<file path="src/rtl/parking_timer.sv">
// Parking-bay timer: tracks occupancy and parked time per bay, and bills a
// departing car (units * RATE, first unit charged on entry) one cycle after its exit.
module parking_timer #(
  parameter int NUM_SLOTS    = 4,
  parameter int SLOT_W       = 2,
  parameter int SEC_PER_UNIT = 60,
  parameter int RATE         = 10,
  parameter int SEC_W        = 16,
  parameter int UNIT_W       = 8,
  parameter int FEE_W        = 16
) (
  input  logic                 clock,
  input  logic                 reset,
  input  logic                 tick,
  input  logic                 enter_valid,
  input  logic [SLOT_W-1:0]    enter_slot,
  input  logic                 exit_valid,
  input  logic [SLOT_W-1:0]    exit_slot,
  input  logic [SLOT_W-1:0]    sel_slot,
  output logic [NUM_SLOTS-1:0] occupied,
  output logic [SLOT_W:0]      free_count,
  output logic [SEC_W-1:0]     sel_seconds,
  output logic                 fee_valid,
  output logic [FEE_W-1:0]     fee,
  output logic [SLOT_W-1:0]    fee_slot,
  output logic                 err
);

  localparam int SUB_W  = (SEC_PER_UNIT > 1) ? $clog2(SEC_PER_UNIT) : 1;
  localparam int PROD_W = UNIT_W + 32;

  typedef enum logic {BAY_FREE = 1'b0, BAY_OCC = 1'b1} bay_state_e;

  bay_state_e        state_q   [NUM_SLOTS];
  bay_state_e        state_d   [NUM_SLOTS];
  logic [SEC_W-1:0]  seconds_q [NUM_SLOTS];
  logic [SEC_W-1:0]  seconds_d [NUM_SLOTS];
  logic [SUB_W-1:0]  sub_q     [NUM_SLOTS];
  logic [SUB_W-1:0]  sub_d     [NUM_SLOTS];
  logic [UNIT_W-1:0] units_q   [NUM_SLOTS];
  logic [UNIT_W-1:0] units_d   [NUM_SLOTS];

  logic [SLOT_W:0]   free_count_q, free_count_d;
  logic              fee_valid_q, fee_valid_d;
  logic [FEE_W-1:0]  fee_q, fee_d;
  logic [SLOT_W-1:0] fee_slot_q, fee_slot_d;
  logic              err_q, err_d;

  logic              enter_ok, exit_ok;
  logic [UNIT_W-1:0] exit_units;
  logic [PROD_W-1:0] fee_prod;
  logic [SLOT_W:0]   occ_cnt;

  // Legality is judged against the bay state at the start of the cycle; an
  // out-of-range slot never matches any bay, so it is always illegal.
  always_comb begin
    enter_ok   = 1'b0;
    exit_ok    = 1'b0;
    exit_units = '0;
    for (int i = 0; i < NUM_SLOTS; i++) begin
      if (enter_valid && enter_slot == SLOT_W'(i) && state_q[i] == BAY_FREE) enter_ok = 1'b1;
      if (exit_valid && exit_slot == SLOT_W'(i) && state_q[i] == BAY_OCC) begin
        exit_ok    = 1'b1;
        exit_units = units_q[i];
      end
    end
  end

  always_comb begin
    state_d   = state_q;
    seconds_d = seconds_q;
    sub_d     = sub_q;
    units_d   = units_q;
    occ_cnt   = '0;
    for (int i = 0; i < NUM_SLOTS; i++) begin
      if (exit_ok && exit_valid && exit_slot == SLOT_W'(i)) begin
        state_d[i]   = BAY_FREE;
        seconds_d[i] = '0;
        sub_d[i]     = '0;
        units_d[i]   = '0;
      end else if (enter_ok && enter_valid && enter_slot == SLOT_W'(i)) begin
        state_d[i]   = BAY_OCC;
        seconds_d[i] = '0;
        sub_d[i]     = '0;
        units_d[i]   = UNIT_W'(1);
      end else if (tick && state_q[i] == BAY_OCC &&
                   !(enter_valid && enter_slot == SLOT_W'(i)) &&
                   !(exit_valid && exit_slot == SLOT_W'(i))) begin
        // Any event aimed at this bay, legal or not, masks the tick for it.
        if (seconds_q[i] != '1) seconds_d[i] = seconds_q[i] + SEC_W'(1);
        if (sub_q[i] == SUB_W'(SEC_PER_UNIT - 1)) begin
          sub_d[i] = '0;
          if (units_q[i] != '1) units_d[i] = units_q[i] + UNIT_W'(1);
        end else begin
          sub_d[i] = sub_q[i] + SUB_W'(1);
        end
      end
      if (state_d[i] == BAY_OCC) occ_cnt = occ_cnt + (SLOT_W+1)'(1);
    end
    free_count_d = (SLOT_W+1)'(NUM_SLOTS) - occ_cnt;
  end

  always_comb begin
    fee_prod    = PROD_W'(exit_units) * PROD_W'(RATE);
    fee_valid_d = exit_ok;
    fee_d       = fee_q;
    fee_slot_d  = fee_slot_q;
    if (exit_ok) begin
      fee_d      = (fee_prod > PROD_W'({FEE_W{1'b1}})) ? '1 : FEE_W'(fee_prod);
      fee_slot_d = exit_slot;
    end
    err_d = (enter_valid && !enter_ok) || (exit_valid && !exit_ok);
  end

  always_ff @(posedge clock) begin
    if (reset) begin
      for (int i = 0; i < NUM_SLOTS; i++) begin
        state_q[i]   <= BAY_FREE;
        seconds_q[i] <= '0;
        sub_q[i]     <= '0;
        units_q[i]   <= '0;
      end
      free_count_q <= (SLOT_W+1)'(NUM_SLOTS);
      fee_valid_q  <= 1'b0;
      fee_q        <= '0;
      fee_slot_q   <= '0;
      err_q        <= 1'b0;
    end else begin
      state_q      <= state_d;
      seconds_q    <= seconds_d;
      sub_q        <= sub_d;
      units_q      <= units_d;
      free_count_q <= free_count_d;
      fee_valid_q  <= fee_valid_d;
      fee_q        <= fee_d;
      fee_slot_q   <= fee_slot_d;
      err_q        <= err_d;
    end
  end

  always_comb begin
    occupied    = '0;
    sel_seconds = '0;
    for (int i = 0; i < NUM_SLOTS; i++) begin
      occupied[i] = (state_q[i] == BAY_OCC);
      if (sel_slot == SLOT_W'(i)) sel_seconds = seconds_q[i];
    end
  end

  assign free_count = free_count_q;
  assign fee_valid  = fee_valid_q;
  assign fee        = fee_q;
  assign fee_slot   = fee_slot_q;
  assign err        = err_q;

endmodule

</file>
<file path="config.mk">
export PLATFORM = sky130hd
export DESIGN_NAME = parking_timer
export DESIGN_NICKNAME = d
export VERILOG_FILES = /design/src/rtl/parking_timer.sv
export SDC_FILE = /design/constraint.sdc
export NUM_CORES = 1
export LEC_CHECK = 0
export BUFFER_PORTS_ARGS = -buffer_cell sky130_fd_sc_hd__buf_4
export CORE_UTILIZATION = 40
export DETAILED_ROUTE_END_ITERATION = 7
export SETUP_SLACK_MARGIN = 0.15
export SYNTH_ARGS = -nofsm -noshare
export SYNTH_HDL_FRONTEND = slang
export SYNTH_SLANG_ARGS = --single-unit
export TNS_END_PERCENT = 100
</file>
<file path="constraint.sdc">
create_clock -name clock -period 4.05 [get_ports clock]
set_input_delay 0.81 -clock clock [delete_from_list [all_inputs] [get_ports clock]]
set_output_delay 0.81 -clock clock [all_outputs]
set_load 0.01 [all_outputs]
</file>
# == After elaboration in Yosys (flattened, before gate mapping) ==
# Cells that the tools add are included.
# op_classes
n_mux,48
reduce_logical,86
bitwise_logic,4
eq_ne,21
multipliers,1
n_addsub,16
# ops
op,count
$add 16x1->16 const B,4
$mux 16,4
$ne 16x16->1 const B,4
$logic_and 1x1->1,40
$mux 1,33
$add 8x1->8 const B,4
$mux 8,4
$ne 8x8->1 const B,4
$add 6x1->6 const B,4
$eq 6x6->1 const B,4
$mux 6,4
$reduce_and 3->1,8
$reduce_bool 2->1,12
$eq 2x2->1 const B,6
$reduce_or 3->1,4
$mul 8x3->11 const B,1
$logic_not 1->1,10
$add 3x1->3 const B,3
$mux 3,3
$reduce_and 2->1,4
$reduce_or 2->1,4
$eq 2x1->1 const B,3
$logic_not 2->1,3
$not 1->1,4
2 further kinds,2
# word_totals
input_bits,11
out_inout_bits,43
reg_bits,142

# == Depth between registers and ports, before layout ==
# logic_depth
word_depth,19
depth_mapped,14
depth_no_buf,13

# == Worst setup path after synthesis ==
# OpenSTA, ideal clock, no wires.
# synth_timing
path_kind,input-to-reg
start,input port exit_valid
end,"register fee_q[8], in the netlist fee[8]"
t_arrival_ns,3.632
setup_time_ns,0.070
path_slack_ns,0.348
required_ns,3.980
path_buffers,2
cell_stages,12
cell_sequence,clkbuf_1 and4b_1 clkbuf_1 a222oi_1 a21oi_1 ha_1 ha_1 fa_1 a211oi_1 nor2_1 or3_1 a21oi_1
# synth_via
elab_chain_cells,7
# synth_rtl
item,line_no,rtl
start: declaration,17,"input logic exit_valid,"
$logic_and 1x1->1 (2 in a row),62,if (exit_valid && exit_slot == SLOT_W'(i) && state_q[i] == BAY_OCC) begin
$mux 8 (4 in a row),62,
$mul 8x3->11,104,fee_prod = PROD_W'(exit_units) * PROD_W'(RATE);
end signal: assignment,125,fee_q <= '0;
end signal: assignment,135,fee_q <= fee_d;
end: declaration,45,"logic [FEE_W-1:0] fee_q, fee_d;"
# Several ways; a longest one is shown, not always the timed one.
# A chain may end at the register's enable or synchronous reset.

# == Final worst setup path ==
# layout_timing
start,input port exit_slot[1]
end,"register fee_q[8], in the netlist fee[8]"
# layout_via
elab_chain_cells,8
# layout_rtl
item,line_no,rtl
start: declaration,18,"input logic [SLOT_W-1:0] exit_slot,"
$logic_not 2->1,62,
$logic_and 1x1->1 (2 in a row),62,
$mux 8 (3 in a row),62,
$mux 8 *,62,
via exit_units[1],50,logic [UNIT_W-1:0] exit_units;
$mul 8x3->11 *,104,
# The timed path passes the listed nets; every way through them passes the cells marked *.

==> flow_summary.toml <==
[timing]
finalWorstSetupSlack_ns = 0.7637
fin_setup_tns_ns = 0
report.final.setup_viol = 0
worst_clock_skew_ns = 0.01016
min_period_ns = 3.286
timing.slew.headroom_pct = 28.97
clock.fmax_mhz = 304.3
worst_slew_pin_slew_ns = 1.065
fin_crit_sh_pct = 81.14
unrepaired_setup_endpoints_after_global_routing = "false"
final_max_slew_viol_count = 0
report.final.hold_viol_count = 0

[clocking]
ctsHtreeMaxLevel = 4
tritoncts = "yes"
post-cts-setup-buffers = 0
cts-hold-fix-buffers = 0
cts_root_buf = "sky130_fd_sc_hd__clkbuf_16"
clk_path_buf_depth = 2
worstSkewPairLatency_ns = 0.42
tritoncts_buffers = 17
clk_pin_slew_worst_paths_ns = 0.06
clkSinkCount = 142
post_cts_resized = 0

[hold_path]
min-delay-path-class = "reg2reg"
worst_hold_path.endpoint = "fee[8]"
hp-start = "fee[8]"
min_delay_path_depth = 2

[placement]
placedInstanceArea_um2 = 8322
gp_congestion = 0.8551
port-buffer-count = 48
dpl_worst_slack_ns = 0.3445
detailedPlacementHpwl_um = 13760

[floorplan]
die_height_um = 141.4
chipWidth_um = 141.4
floorplan.core_area_um2 = 18890
placementRows = 50
floorplan.die_area_um2 = 19990
initial_core_util_pct = 41.13
design.portCount = 54

[critical_path]
worstSetupPathType = "in2reg"
cpMaxStageDelayCell = "sky130_fd_sc_hd__fa_1"
reg2reg_to = "fee[8]"
r2r_cells = 10
critical_path_arrival_ns = 3.64
crit_top_cell = "sky130_fd_sc_hd__ha_1"
worstPathCellList = "buf_4 > and4b_1 > a222oi_1 > nand2_1 > ha_1 > ha_1 > fa_1 > a211oi_1 > nor2_1 > or3_1 > a21oi_1"
max_stage_delay_ns = 0.42
maximum_fanout_along_the_worst_path = 13
regToRegSetupSlack_ns = 0.80
setup.worst_path.start = "exit_slot[1]"
rr_startpoint = "occupied[2]"
cp-end-kind = "flop"
cp-start-kind = "input pin"
worst_ep_required_ns = 4.40

[global_route]
antenna_violations_before_repair = 0
vias_in_the_first_global_route = 6085
track_usage_pct = 20.09
maximum_number_of_pins_on_one_net_before_global_route_repair = 35
grt_first_pass_wirelength_um = 31510
grt_overflow = 0

[synthesis]
async_flop_share_pct = 0
synth_seq_area_share_pct = 36.58
synth_edf_count = 0
post_synth_inst_count = 898
yosys_most_used_dff = "sky130_fd_sc_hd__dfxtp_1"
yosys_warnings = 0
synth.cell_area_um2 = 7771
synthesis.area_per_instance_um2 = 8.654
netlist-cell-type-count = 67
yosys_reg_bits = 142

[final_layout]
area_delta_synth_final_pct = 14.99
post_route_cells_drive_above_1_share_pct = 12.99
ant_cells = 0
fill_count = 1866
layout.cell_area.non_filler_um2 = 8936
finalNetCount = 966

[routing]
per_cell_via_count_in_the_routed_design = 5.626
drt_wl_total_um = 18990
firstDrtPassIters = 5
post_drt_wl_per_cell_um = 15.84
vias = 6746
drcViolationCount = 0
first_iter_violations = 551
antenna_violating_nets_post_route = 0

[power]
static-leakage-power_nw = 3.192
vdd_ir_drop_max_v = 0.0002617
power.density_cell_area_nw_per_um2 = 360.4

[run_status]
result_of_the_run = "finished, final reports clean"

[flow_run]
cap_violations = 0
layer usage:
metal	GRT usage [%]	up-vias	wire, µm	share of wire [%]
li1	-	3352	-	-
met1	28.48	3226	9323	49
met2	30.46	151	8483	45
met3	4.421	17	952	5.0
met4	5.886	0	230	1.2
met5	0	-	0	0
registers in the layout, summed over array words and instances (netlist names):
| signal | count |
|---|---|
| seconds_q | 64 |
| units_q | 32 |
| sub_q | 24 |
| fee | 11 |
| occupied | 4 |
| free_count | 3 |
| fee_slot | 2 |
| err | 1 |
| fee_valid | 1 |
placed cells by master (no fill, tap or decap), types with 22 or more instances in the layout:
master / instances
sky130_fd_sc_hd__nand3_1: 50
sky130_fd_sc_hd__ha_1: 28
sky130_fd_sc_hd__buf_4: 57
sky130_fd_sc_hd__nand2_1: 60
sky130_fd_sc_hd__dfxtp_1: 142
sky130_fd_sc_hd__nor2_1: 126
sky130_fd_sc_hd__xnor2_1: 47
sky130_fd_sc_hd__nand4_1: 23
sky130_fd_sc_hd__a21oi_1: 50
sky130_fd_sc_hd__nor4_1: 22
sky130_fd_sc_hd__nor3_1: 36
worst max-delay path: cells and delay by family:
kind	cells	cell delay, ns
buf+inv	1	0.15
fa+ha+maj	3	0.97
compound gates	3	0.83
simple gates	4	0.87
through the flow:
| stage | utilization (%) | hold WS (ns) | total power (W) | cells |
|---|---|---|---|---|
| 2_1_floorplan | - | 0.4364 | 0.001579 | 902 |
| 3_3_place_gp | 44.05 | 0.4454 | 0.001635 | 1167 |
| 3_5_place_dp | 44.05 | 0.4512 | 0.001636 | 1167 |
| 4_1_cts | 47.30 | 0.4575 | 0.003255 | 1199 |
| 5_1_grt | 47.30 | 0.4797 | 0.003335 | 1199 |
| 6_report | 47.30 | 0.4548 | 0.003221 | 1199 |
area by class of cell:
class                      instances  area [µm²]  share of cell area [%]
clock buffer                      23       508.0                   5.685
clock inverter                     9       106.4                   1.190
inverter                          11       41.29                  0.4621
multi-input combinational        697        4684                   52.42
sequential                       142        2843                   31.81
tap                              260       325.3                   3.640
timing repair buffer              57       427.9                   4.789
kinds of logic (layout without fill, tap and decap cells):
kind of cell    count (synthesis)  in the layout  synth area share, %
flops                         142            142                36.58
simple gates                  422            422                28.35
xor+xnor                       67             67                7.728
other cells                     1              5              0.04826
fa+ha+maj                      29             29                4.766
compound gates                142            142                12.37
mux                            32             32                6.746
buf+inv                        63            100                3.413
cell usage after synthesis (3+ instances only):
cell type | instances | area [µm²]
sky130_fd_sc_hd__buf_1 | 4 | 15.01
sky130_fd_sc_hd__o21ai_0 | 21 | 105.1
sky130_fd_sc_hd__nand2_1 | 60 | 225.2
sky130_fd_sc_hd__and3_1 | 15 | 93.84
sky130_fd_sc_hd__a21o_1 | 7 | 52.55
sky130_fd_sc_hd__mux2_2 | 3 | 33.78
sky130_fd_sc_hd__and4_1 | 15 | 131.4
sky130_fd_sc_hd__xnor2_1 | 47 | 411.6
sky130_fd_sc_hd__nand4_1 | 23 | 143.9
sky130_fd_sc_hd__inv_1 | 11 | 41.29
sky130_fd_sc_hd__mux2i_1 | 13 | 130.1
sky130_fd_sc_hd__a222oi_1 | 8 | 80.08
sky130_fd_sc_hd__buf_4 | 5 | 37.54
sky130_fd_sc_hd__a21oi_1 | 50 | 250.2
sky130_fd_sc_hd__a211oi_1 | 10 | 75.07
sky130_fd_sc_hd__or4_1 | 6 | 45.04
sky130_fd_sc_hd__mux4_2 | 16 | 360.4
sky130_fd_sc_hd__and4b_1 | 4 | 40.04
sky130_fd_sc_hd__o31ai_1 | 6 | 45.04
sky130_fd_sc_hd__o2111a_1 | 3 | 33.78
sky130_fd_sc_hd__nor4_1 | 23 | 143.9
sky130_fd_sc_hd__xor2_1 | 19 | 166.4
sky130_fd_sc_hd__ha_1 | 28 | 350.3
sky130_fd_sc_hd__nor3b_1 | 4 | 30.03
sky130_fd_sc_hd__nor4b_1 | 4 | 35.03
sky130_fd_sc_hd__o211ai_1 | 9 | 67.56
sky130_fd_sc_hd__dfxtp_1 | 142 | 2843
sky130_fd_sc_hd__nand3_1 | 50 | 250.2
sky130_fd_sc_hd__nor2b_1 | 5 | 31.28
sky130_fd_sc_hd__nand3b_1 | 5 | 37.54
sky130_fd_sc_hd__o21bai_1 | 4 | 30.03
sky130_fd_sc_hd__buf_2 | 8 | 40.04
sky130_fd_sc_hd__and2_1 | 6 | 37.54
sky130_fd_sc_hd__nand2b_1 | 8 | 50.05
sky130_fd_sc_hd__nor2_1 | 126 | 473.0
sky130_fd_sc_hd__or3_1 | 17 | 106.4
sky130_fd_sc_hd__o2111ai_1 | 5 | 43.79
sky130_fd_sc_hd__clkbuf_1 | 35 | 131.4
sky130_fd_sc_hd__nor3_1 | 36 | 180.2
worst max path at each step:
| stage | to | slack [ns] |
|---|---|---|
| after global placement | fee[8] | 0.39 |
| after CTS | fee[8] | 0.77 |
| after global routing | fee[10] | 0.52 |
| after floorplan | fee[8] | 0.35 |
| final | fee[8] | 0.76 |
| after detailed placement | fee[8] | 0.34 |
report_power, final:
| group | switching [W] | leakage [nW] | internal [W] |
|---|---|---|---|
| clock | 0.000614 | 0.297 | 0.00100 |
| sequential | 0.0000130 | 1.15 | 0.00141 |
| combinational | 0.000108 | 1.75 | 0.0000702 |
(Power assumes the default switching activity.)
